`config.mk`:
```
export PLATFORM = sky130hd
export DESIGN_NAME = prefetch_queue_flat
export DESIGN_NICKNAME = d
export VERILOG_FILES = /design/src/rtl/prefetch_queue_if.sv /design/src/rtl/prefetch_queue.sv /design/src/flat_wrapper.sv
export SDC_FILE = /design/constraint.sdc
export NUM_CORES = 1
export LEC_CHECK = 0
export ABC_AREA = 0
export BUFFER_PORTS_ARGS = -buffer_cell sky130_fd_sc_hd__buf_2
export CAP_MARGIN = 10
export CELL_PAD_IN_SITES_DETAIL_PLACEMENT = 1
export CELL_PAD_IN_SITES_GLOBAL_PLACEMENT = 1
export CORE_MARGIN = 1
export CORE_UTILIZATION = 49
export CTS_BUF_LIST = sky130_fd_sc_hd__clkbuf_8
export CTS_CLUSTER_DIAMETER = 200
export DETAILED_ROUTE_END_ITERATION = 16
export GPL_TIMING_DRIVEN = 0
export PLACE_DENSITY = 0.95
export SYNTH_ARGS = -nofsm -noshare
export SYNTH_HDL_FRONTEND = slang
export SYNTH_SLANG_ARGS = --single-unit
```
`constraint.sdc`:
```
create_clock -name clk -period 13.29 [get_ports clk]
set_clock_uncertainty 0.15 [all_clocks]
set_input_delay 3.987 -clock clk [delete_from_list [all_inputs] [get_ports clk]]
set_output_delay 3.987 -clock clk [all_outputs]
set_load 0.02 [all_outputs]
```
`src/rtl/prefetch_queue_if.sv`:
```
// Bundle between the instruction prefetcher and its environment: control-transfer load,
// decoder-side byte FIFO read port and the instruction-port memory bus.
interface prefetch_queue_if;
  logic        load_new_ip;
  logic [15:0] new_cs;
  logic [15:0] new_ip;
  logic        fifo_rd_en;
  logic [7:0]  fifo_rd_data;
  logic        fifo_empty;
  logic        fifo_full;
  logic [18:0] mem_address;
  logic        mem_access;
  logic        mem_ack;
  logic [15:0] mem_data;

  modport master (
    input  load_new_ip, new_cs, new_ip, fifo_rd_en, mem_ack, mem_data,
    output fifo_rd_data, fifo_empty, fifo_full, mem_address, mem_access
  );

  modport slave (
    output load_new_ip, new_cs, new_ip, fifo_rd_en, mem_ack, mem_data,
    input  fifo_rd_data, fifo_empty, fifo_full, mem_address, mem_access
  );
endinterface

```
`src/rtl/prefetch_queue.sv`:
```
// Instruction prefetcher: fetches 16-bit words at CS:IP into a byte FIFO ahead of the decoder,
// flushing and restarting on a control transfer.
module prefetch_queue #(
  parameter int unsigned QUEUE_BYTES = 6,
  parameter logic [15:0] RESET_CS    = 16'hFFFF,
  parameter logic [15:0] RESET_IP    = 16'h0000
) (
  input logic              clk,
  input logic              reset,
  prefetch_queue_if.master bus
);

  localparam int unsigned     PtrW     = $clog2(QUEUE_BYTES);
  localparam int unsigned     CntW     = $clog2(QUEUE_BYTES + 1);
  localparam logic [PtrW-1:0] LastPtr  = PtrW'(QUEUE_BYTES - 1);
  localparam logic [CntW-1:0] DepthCnt = CntW'(QUEUE_BYTES);
  localparam logic [19:0]     ResetPhys = {RESET_CS, 4'h0} + {4'h0, RESET_IP};

  typedef enum logic [0:0] {StIdle, StFetch} state_e;

  function automatic logic [PtrW-1:0] ptr_inc(input logic [PtrW-1:0] p);
    return (p == LastPtr) ? '0 : p + PtrW'(1);
  endfunction

  function automatic logic [18:0] phys_word(input logic [15:0] cs, input logic [15:0] ip);
    logic [19:0] sum;
    sum = {cs, 4'h0} + {4'h0, ip};
    return sum[19:1];
  endfunction

  state_e          state_q, state_d;
  logic            access_q, access_d;
  logic            abort_q, abort_d;
  logic [18:0]     addr_q, addr_d;
  logic [15:0]     cs_q, cs_d;
  logic [15:0]     ip_q, ip_d;
  logic [PtrW-1:0] rd_ptr_q, rd_ptr_d;
  logic [PtrW-1:0] wr_ptr_q, wr_ptr_d;
  logic [CntW-1:0] count_q, count_d;
  logic [7:0]      mem_q [QUEUE_BYTES];

  logic            we0, we1;
  logic [PtrW-1:0] waddr0, waddr1;
  logic [7:0]      wdata0, wdata1;
  logic [CntW-1:0] free;
  logic [1:0]      n_push;
  logic            ack_take, push_ok, pop;

  always_comb begin
    state_d  = state_q;
    access_d = access_q;
    abort_d  = abort_q;
    cs_d     = cs_q;
    ip_d     = ip_q;
    rd_ptr_d = rd_ptr_q;
    wr_ptr_d = wr_ptr_q;
    we0      = 1'b0;
    we1      = 1'b0;
    waddr0   = wr_ptr_q;
    waddr1   = ptr_inc(wr_ptr_q);
    wdata0   = bus.mem_data[7:0];
    wdata1   = bus.mem_data[15:8];
    n_push   = 2'd0;

    free     = DepthCnt - count_q;
    ack_take = (state_q == StFetch) && bus.mem_ack;
    // An aborted word, or one landing with a new load, is dropped on the floor.
    push_ok  = ack_take && !abort_q && !bus.load_new_ip;
    pop      = bus.fifo_rd_en && (count_q != '0) && !bus.load_new_ip;

    unique case (state_q)
      StIdle: begin
        if (!bus.load_new_ip &&
            ((ip_q[0] && free != '0) || (!ip_q[0] && free >= CntW'(2)))) begin
          state_d  = StFetch;
          access_d = 1'b1;
        end
      end
      StFetch: begin
        if (bus.mem_ack) begin
          state_d  = StIdle;
          access_d = 1'b0;
          abort_d  = 1'b0;
        end else if (bus.load_new_ip) begin
          abort_d = 1'b1;
        end
      end
    endcase

    if (push_ok) begin
      if (ip_q[0]) begin
        we0      = 1'b1;
        wdata0   = bus.mem_data[15:8];
        wr_ptr_d = ptr_inc(wr_ptr_q);
        ip_d     = ip_q + 16'd1;
        n_push   = 2'd1;
      end else begin
        we0      = 1'b1;
        we1      = 1'b1;
        wr_ptr_d = ptr_inc(ptr_inc(wr_ptr_q));
        ip_d     = ip_q + 16'd2;
        n_push   = 2'd2;
      end
    end

    if (pop) begin
      rd_ptr_d = ptr_inc(rd_ptr_q);
    end
    count_d = count_q + CntW'(n_push) - CntW'(pop);

    if (bus.load_new_ip) begin
      cs_d     = bus.new_cs;
      ip_d     = bus.new_ip;
      rd_ptr_d = '0;
      wr_ptr_d = '0;
      count_d  = '0;
    end

    // Address is frozen for the whole access; otherwise it tracks the next fetch pointer.
    addr_d = (state_q == StFetch && state_d == StFetch) ? addr_q : phys_word(cs_d, ip_d);
  end

  always_ff @(posedge clk or posedge reset) begin
    if (reset) begin
      state_q  <= StIdle;
      access_q <= 1'b0;
      abort_q  <= 1'b0;
      addr_q   <= ResetPhys[19:1];
      cs_q     <= RESET_CS;
      ip_q     <= RESET_IP;
      rd_ptr_q <= '0;
      wr_ptr_q <= '0;
      count_q  <= '0;
    end else begin
      state_q  <= state_d;
      access_q <= access_d;
      abort_q  <= abort_d;
      addr_q   <= addr_d;
      cs_q     <= cs_d;
      ip_q     <= ip_d;
      rd_ptr_q <= rd_ptr_d;
      wr_ptr_q <= wr_ptr_d;
      count_q  <= count_d;
    end
  end

  always_ff @(posedge clk or posedge reset) begin
    if (reset) begin
      for (int unsigned i = 0; i < QUEUE_BYTES; i++) begin
        mem_q[i] <= '0;
      end
    end else begin
      if (we0) mem_q[waddr0] <= wdata0;
      if (we1) mem_q[waddr1] <= wdata1;
    end
  end

  assign bus.fifo_empty   = (count_q == '0);
  assign bus.fifo_full    = (count_q == DepthCnt);
  assign bus.fifo_rd_data = (count_q == '0) ? 8'h00 : mem_q[rd_ptr_q];
  assign bus.mem_access   = access_q;
  assign bus.mem_address  = addr_q;

endmodule

```
`src/flat_wrapper.sv`:
```
// flat-port wrapper written by rule: the top's interface ports become plain ports
module prefetch_queue_flat 
#(
  parameter int unsigned QUEUE_BYTES = 6,
  parameter logic [15:0] RESET_CS    = 16'hFFFF,
  parameter logic [15:0] RESET_IP    = 16'h0000
)
  (clk, reset, bus_load_new_ip, bus_new_cs, bus_new_ip, bus_fifo_rd_en, bus_mem_ack, bus_mem_data, bus_fifo_rd_data, bus_fifo_empty, bus_fifo_full, bus_mem_address, bus_mem_access);
  prefetch_queue_if bus_i ();
  input logic clk;
  input logic reset;
  input wire logic [$bits(bus_i.load_new_ip)-1:0] bus_load_new_ip;
  input wire logic [$bits(bus_i.new_cs)-1:0] bus_new_cs;
  input wire logic [$bits(bus_i.new_ip)-1:0] bus_new_ip;
  input wire logic [$bits(bus_i.fifo_rd_en)-1:0] bus_fifo_rd_en;
  input wire logic [$bits(bus_i.mem_ack)-1:0] bus_mem_ack;
  input wire logic [$bits(bus_i.mem_data)-1:0] bus_mem_data;
  output wire logic [$bits(bus_i.fifo_rd_data)-1:0] bus_fifo_rd_data;
  output wire logic [$bits(bus_i.fifo_empty)-1:0] bus_fifo_empty;
  output wire logic [$bits(bus_i.fifo_full)-1:0] bus_fifo_full;
  output wire logic [$bits(bus_i.mem_address)-1:0] bus_mem_address;
  output wire logic [$bits(bus_i.mem_access)-1:0] bus_mem_access;
  assign bus_i.load_new_ip = bus_load_new_ip;
  assign bus_i.new_cs = bus_new_cs;
  assign bus_i.new_ip = bus_new_ip;
  assign bus_i.fifo_rd_en = bus_fifo_rd_en;
  assign bus_i.mem_ack = bus_mem_ack;
  assign bus_i.mem_data = bus_mem_data;
  assign bus_fifo_rd_data = bus_i.fifo_rd_data;
  assign bus_fifo_empty = bus_i.fifo_empty;
  assign bus_fifo_full = bus_i.fifo_full;
  assign bus_mem_address = bus_i.mem_address;
  assign bus_mem_access = bus_i.mem_access;
  prefetch_queue #(.QUEUE_BYTES(QUEUE_BYTES), .RESET_CS(RESET_CS), .RESET_IP(RESET_IP)) u_core (.clk(clk), .reset(reset), .bus(bus_i));
endmodule
```
==> impl_metrics.py <==
metrics = {
    "floorplan": {
        "die_y_um": 115,
        "core_area_sq_um": 12600,
        "dieArea_sq_um": 13300,
        "start_util": 0.500,
        "row_count": 41,
        "io_pins": 83,
        "die_width_um": 115,
    },
    "cts": {
        "cts-resized-gates": 0,
        "clock_latency_ps": 400,
        "cts_tree": "yes",
        "cts_setup_buffers": 0,
        "clock_path_buffers": 2,
        "hold_buffers": 0,
        "clock_sinks": 111,
        "cts.clk_slew.worst_paths_ps": 110,
        "clockRootBuffer": "clkbuf_8",
        "cts.htree.levels": 3,
        "cts_buffers": 9,
    },
    "synth": {
        "synthArstFlopShare": 1.00,
        "ys_ff_latch": 111,
        "yosysTopAreaCellShare": 0.314,
        "synth_nets": 737,
        "synth-edff-count": 0,
        "syn_area_sq_um": 6290,
        "synth_commonest_cells": "nand2_1 (92), nor2_1 (81), dfrtp_1 (79), o21ai_0 (77), a21oi_1 (51)",
        "synth_area_leader_cell": "dfrtp_1",
        "synth_cells": 664,
        "synth_top_cells_by_area": "dfrtp_1 (31%), dfstp_2 (13%), mux2_2 (6.3%), o21ai_0 (6.1%), nand2_1 (5.5%)",
        "synth_seq_area_share": 0.448,
        "yosysMostFrequentCell": "nand2_1",
        "ys_warn_count": 0,
        "avgSynthCellArea_sq_um": 9.47,
        "synthFlopType": "dfrtp_1",
        "ys_types": 61,
    },
    "global_routing": {
        "use_met3": 0.0780,
        "grt_first_pass_wirelength_mm": 31.1,
        "grt-busiest-layer": "met2",
        "grt_max_degree": 56,
        "gr-total-overflow": 0,
        "antenna_found_initial": 0,
        "met2_usage": 0.561,
        "grt_use_total": 0.308,
        "met1_usage": 0.343,
        "grt_pass1_vias": 6244,
    },
    "layout": {
        "syn_to_final_growth_pct": 13.9,
        "n_fill_cell": 1486,
        "drive_gt1_frac": 0.251,
        "nNetsFinal": 832,
        "antennaDiodeCount": 0,
        "utilization": 0.570,
    },
    "routing": {
        "routed_wl_mm": 19.1,
        "first_iter_violations": 295,
        "drc": 0,
        "routedWlPerCell_um": 20.4,
        "postRouteAntennaNets": 0,
        "dr.pass1.iters": 4,
        "viasPerCell": 5.93,
        "vias": 5555,
    },
    "sta": {
        "layout_setup_ws_ps": 4600,
        "drv_slew": 0,
        "tns_ps": 0,
        "finalCriticalPeriod_ps": 8690,
        "setup_viol": 0,
        "tightest_slew_ps": 813,
        "hold_viol": 0,
        "fin_crit_sh": 0.654,
        "rsz0062_at_grt": "no",
        "max_slew_margin": 0.458,
        "fmax_ghz": 0.115,
    },
    "power": {
        "p_int_uw": 677,
        "pwr-share-clk": 0.190,
        "switching_share": 0.371,
        "p_leak_uw": 0.00311,
        "power.switching_uw": 400,
        "p_comb_frac": 0.366,
        "p_per_area_nw_per_um2": 150,
        "seqPwrFrac": 0.444,
        "peakVddDrop_uv": 95.9,
    },
    "worst_setup_path": {
        "crit_slowest_cell": "buf_1",
        "worstSetupPathType": "input port to flop",
        "endpoint_kind": "flop",
        "startpoint_type": "input port",
        "crit_path_max_incr_delay_ps": 580,
        "r2r_cells": 15,
        "cp_cell_sequence": "buf_2 > buf_1 > clkbuf_1 > buf_1 > clkbuf_1 > nand2_1 > o21ai_0 > ha_1 > a211o_1 > o211ai_1 > a21oi_1 > o41a_1 > a311oi_4 > o21ai_1 > a311oi_1 > nor3_1",
        "crit_arrival_ps": 8880,
        "crit_required_ps": 13480,
        "cp_max_fo": 10,
    },
    "min_path": {
        "min_path_cells": 2,
        "hp-class": "flop to flop",
    },
    "job": {
        "drv_cap": 0,
    },
    "place": {
        "gp_congestion": 0.888,
        "port_buffers": 82,
        "dpl.hpwl_mm": 13.9,
        "dpl_worst_slack_ps": 4340,
    },
    "outcome": {
        "status": "complete, no violations",
    },
}
==> metal layers <==
| layer | vias up | routed length [um] |
|---|---|---|
| li1 | 2517 | - |
| met2 | 173 | 10100 |
| met4 | 0 | 486 |
| met1 | 2816 | 7540 |
| met3 | 49 | 995 |
| met5 | - | 0 |
==> logic make-up after synthesis <==
family                     Yosys count  synth area share
adders and majority gates           20            0.0422
xor gates and xnor gates            26            0.0362
and+or+nand+nor                    229             0.166
AOI/OAI and AO/OA                  171             0.165
buffers and inverters               51            0.0308
DFF                                111             0.448
muxes                               56             0.112
==> final cells by class <==
cell class                 instances  area (sq um)  share of cell area
buffer                            31           119              0.0166
clock buffer                      11           151              0.0211
clock inverter                     5          42.5             0.00594
inverter                          20          77.6              0.0108
multi-input combinational        502          3280               0.457
sequential                       111          2820               0.393
tap                              172           215              0.0300
timing repair buffer              84           465              0.0649
==> stage by stage <==
step | hold WS, ps | instance area [sq um] | total power, uW | cells
5_1_grt | 356 | 7170 | 1140 | 936
3_3_place_gp | 308 | 6920 | 839 | 918
4_1_cts | 331 | 7170 | 1080 | 936
3_5_place_dp | 316 | 6970 | 873 | 920
2_1_floorplan | 352 | 6290 | 747 | 664
6_report | 327 | 7170 | 1080 | 936
==> power groups by stage <==
stage / combinational [uW] / clock (uW) / sequential, uW
final: 394 / 204 / 478
after global routing: 431 / 220 / 486
after detailed placement: 390 / 0 / 483
after global placement: 364 / 0 / 475
after CTS: 395 / 209 / 477
after floorplan: 253 / 0 / 494
==> flip-flops by register name (all words and copies together) (netlist names) <==
register	flops
u_core.abort_q	1
u_core.bus.mem_access	1
u_core.bus.mem_address	19
u_core.count_q	3
u_core.cs_q	16
u_core.ip_q	16
u_core.mem_q	48
u_core.rd_ptr_q	3
u_core.state_q	1
u_core.waddr0	3
==> cell usage in the layout (no fill, tap or decap), drive strengths merged, types with 5 or more instances in the layout <==
master	instances
ha	18
dfrtp	79
a21oi	51
nor2b	7
xor2	13
nor2	81
mux2	35
nand2	92
mux4	8
nand2b	5
clkbuf	34
o21ai	79
clkinv	6
xnor2	13
a22oi	8
nor3	11
inv	18
or3	5
mux2i	13
nand3	6
o31ai	5
dfstp	32
nand4	5
buf	92
==> worst max-delay path, delay by kind of cell <==
kind                       cells  cell delay [ps]
buffers and inverters          5             2200
adders and majority gates      1              340
and+or+nand+nor                2              180
AOI/OAI and AO/OA              8             2160
==> path summary, 6_finish.rpt <==
| kind | endpoint | slack (ps) | from |
|---|---|---|---|
| worst max-delay path | u_core.bus.mem_address[18] | 4600 | bus_load_new_ip |
| worst min-delay path | u_core.bus.mem_address[17] | 330 | u_core.bus.mem_address[17] |
| worst max register to register | u_core.bus.mem_address[18] | 9110 | u_core.state_q |
| worst min register to register | u_core.bus.mem_address[17] | 330 | u_core.bus.mem_address[17] |
| max in group asynchronous | u_core.cs_q[10] | 9130 | reset |
| min in group asynchronous | u_core.mem_q[2] | 3320 | reset |
Note: power is estimated with default switching activity, not from simulation.
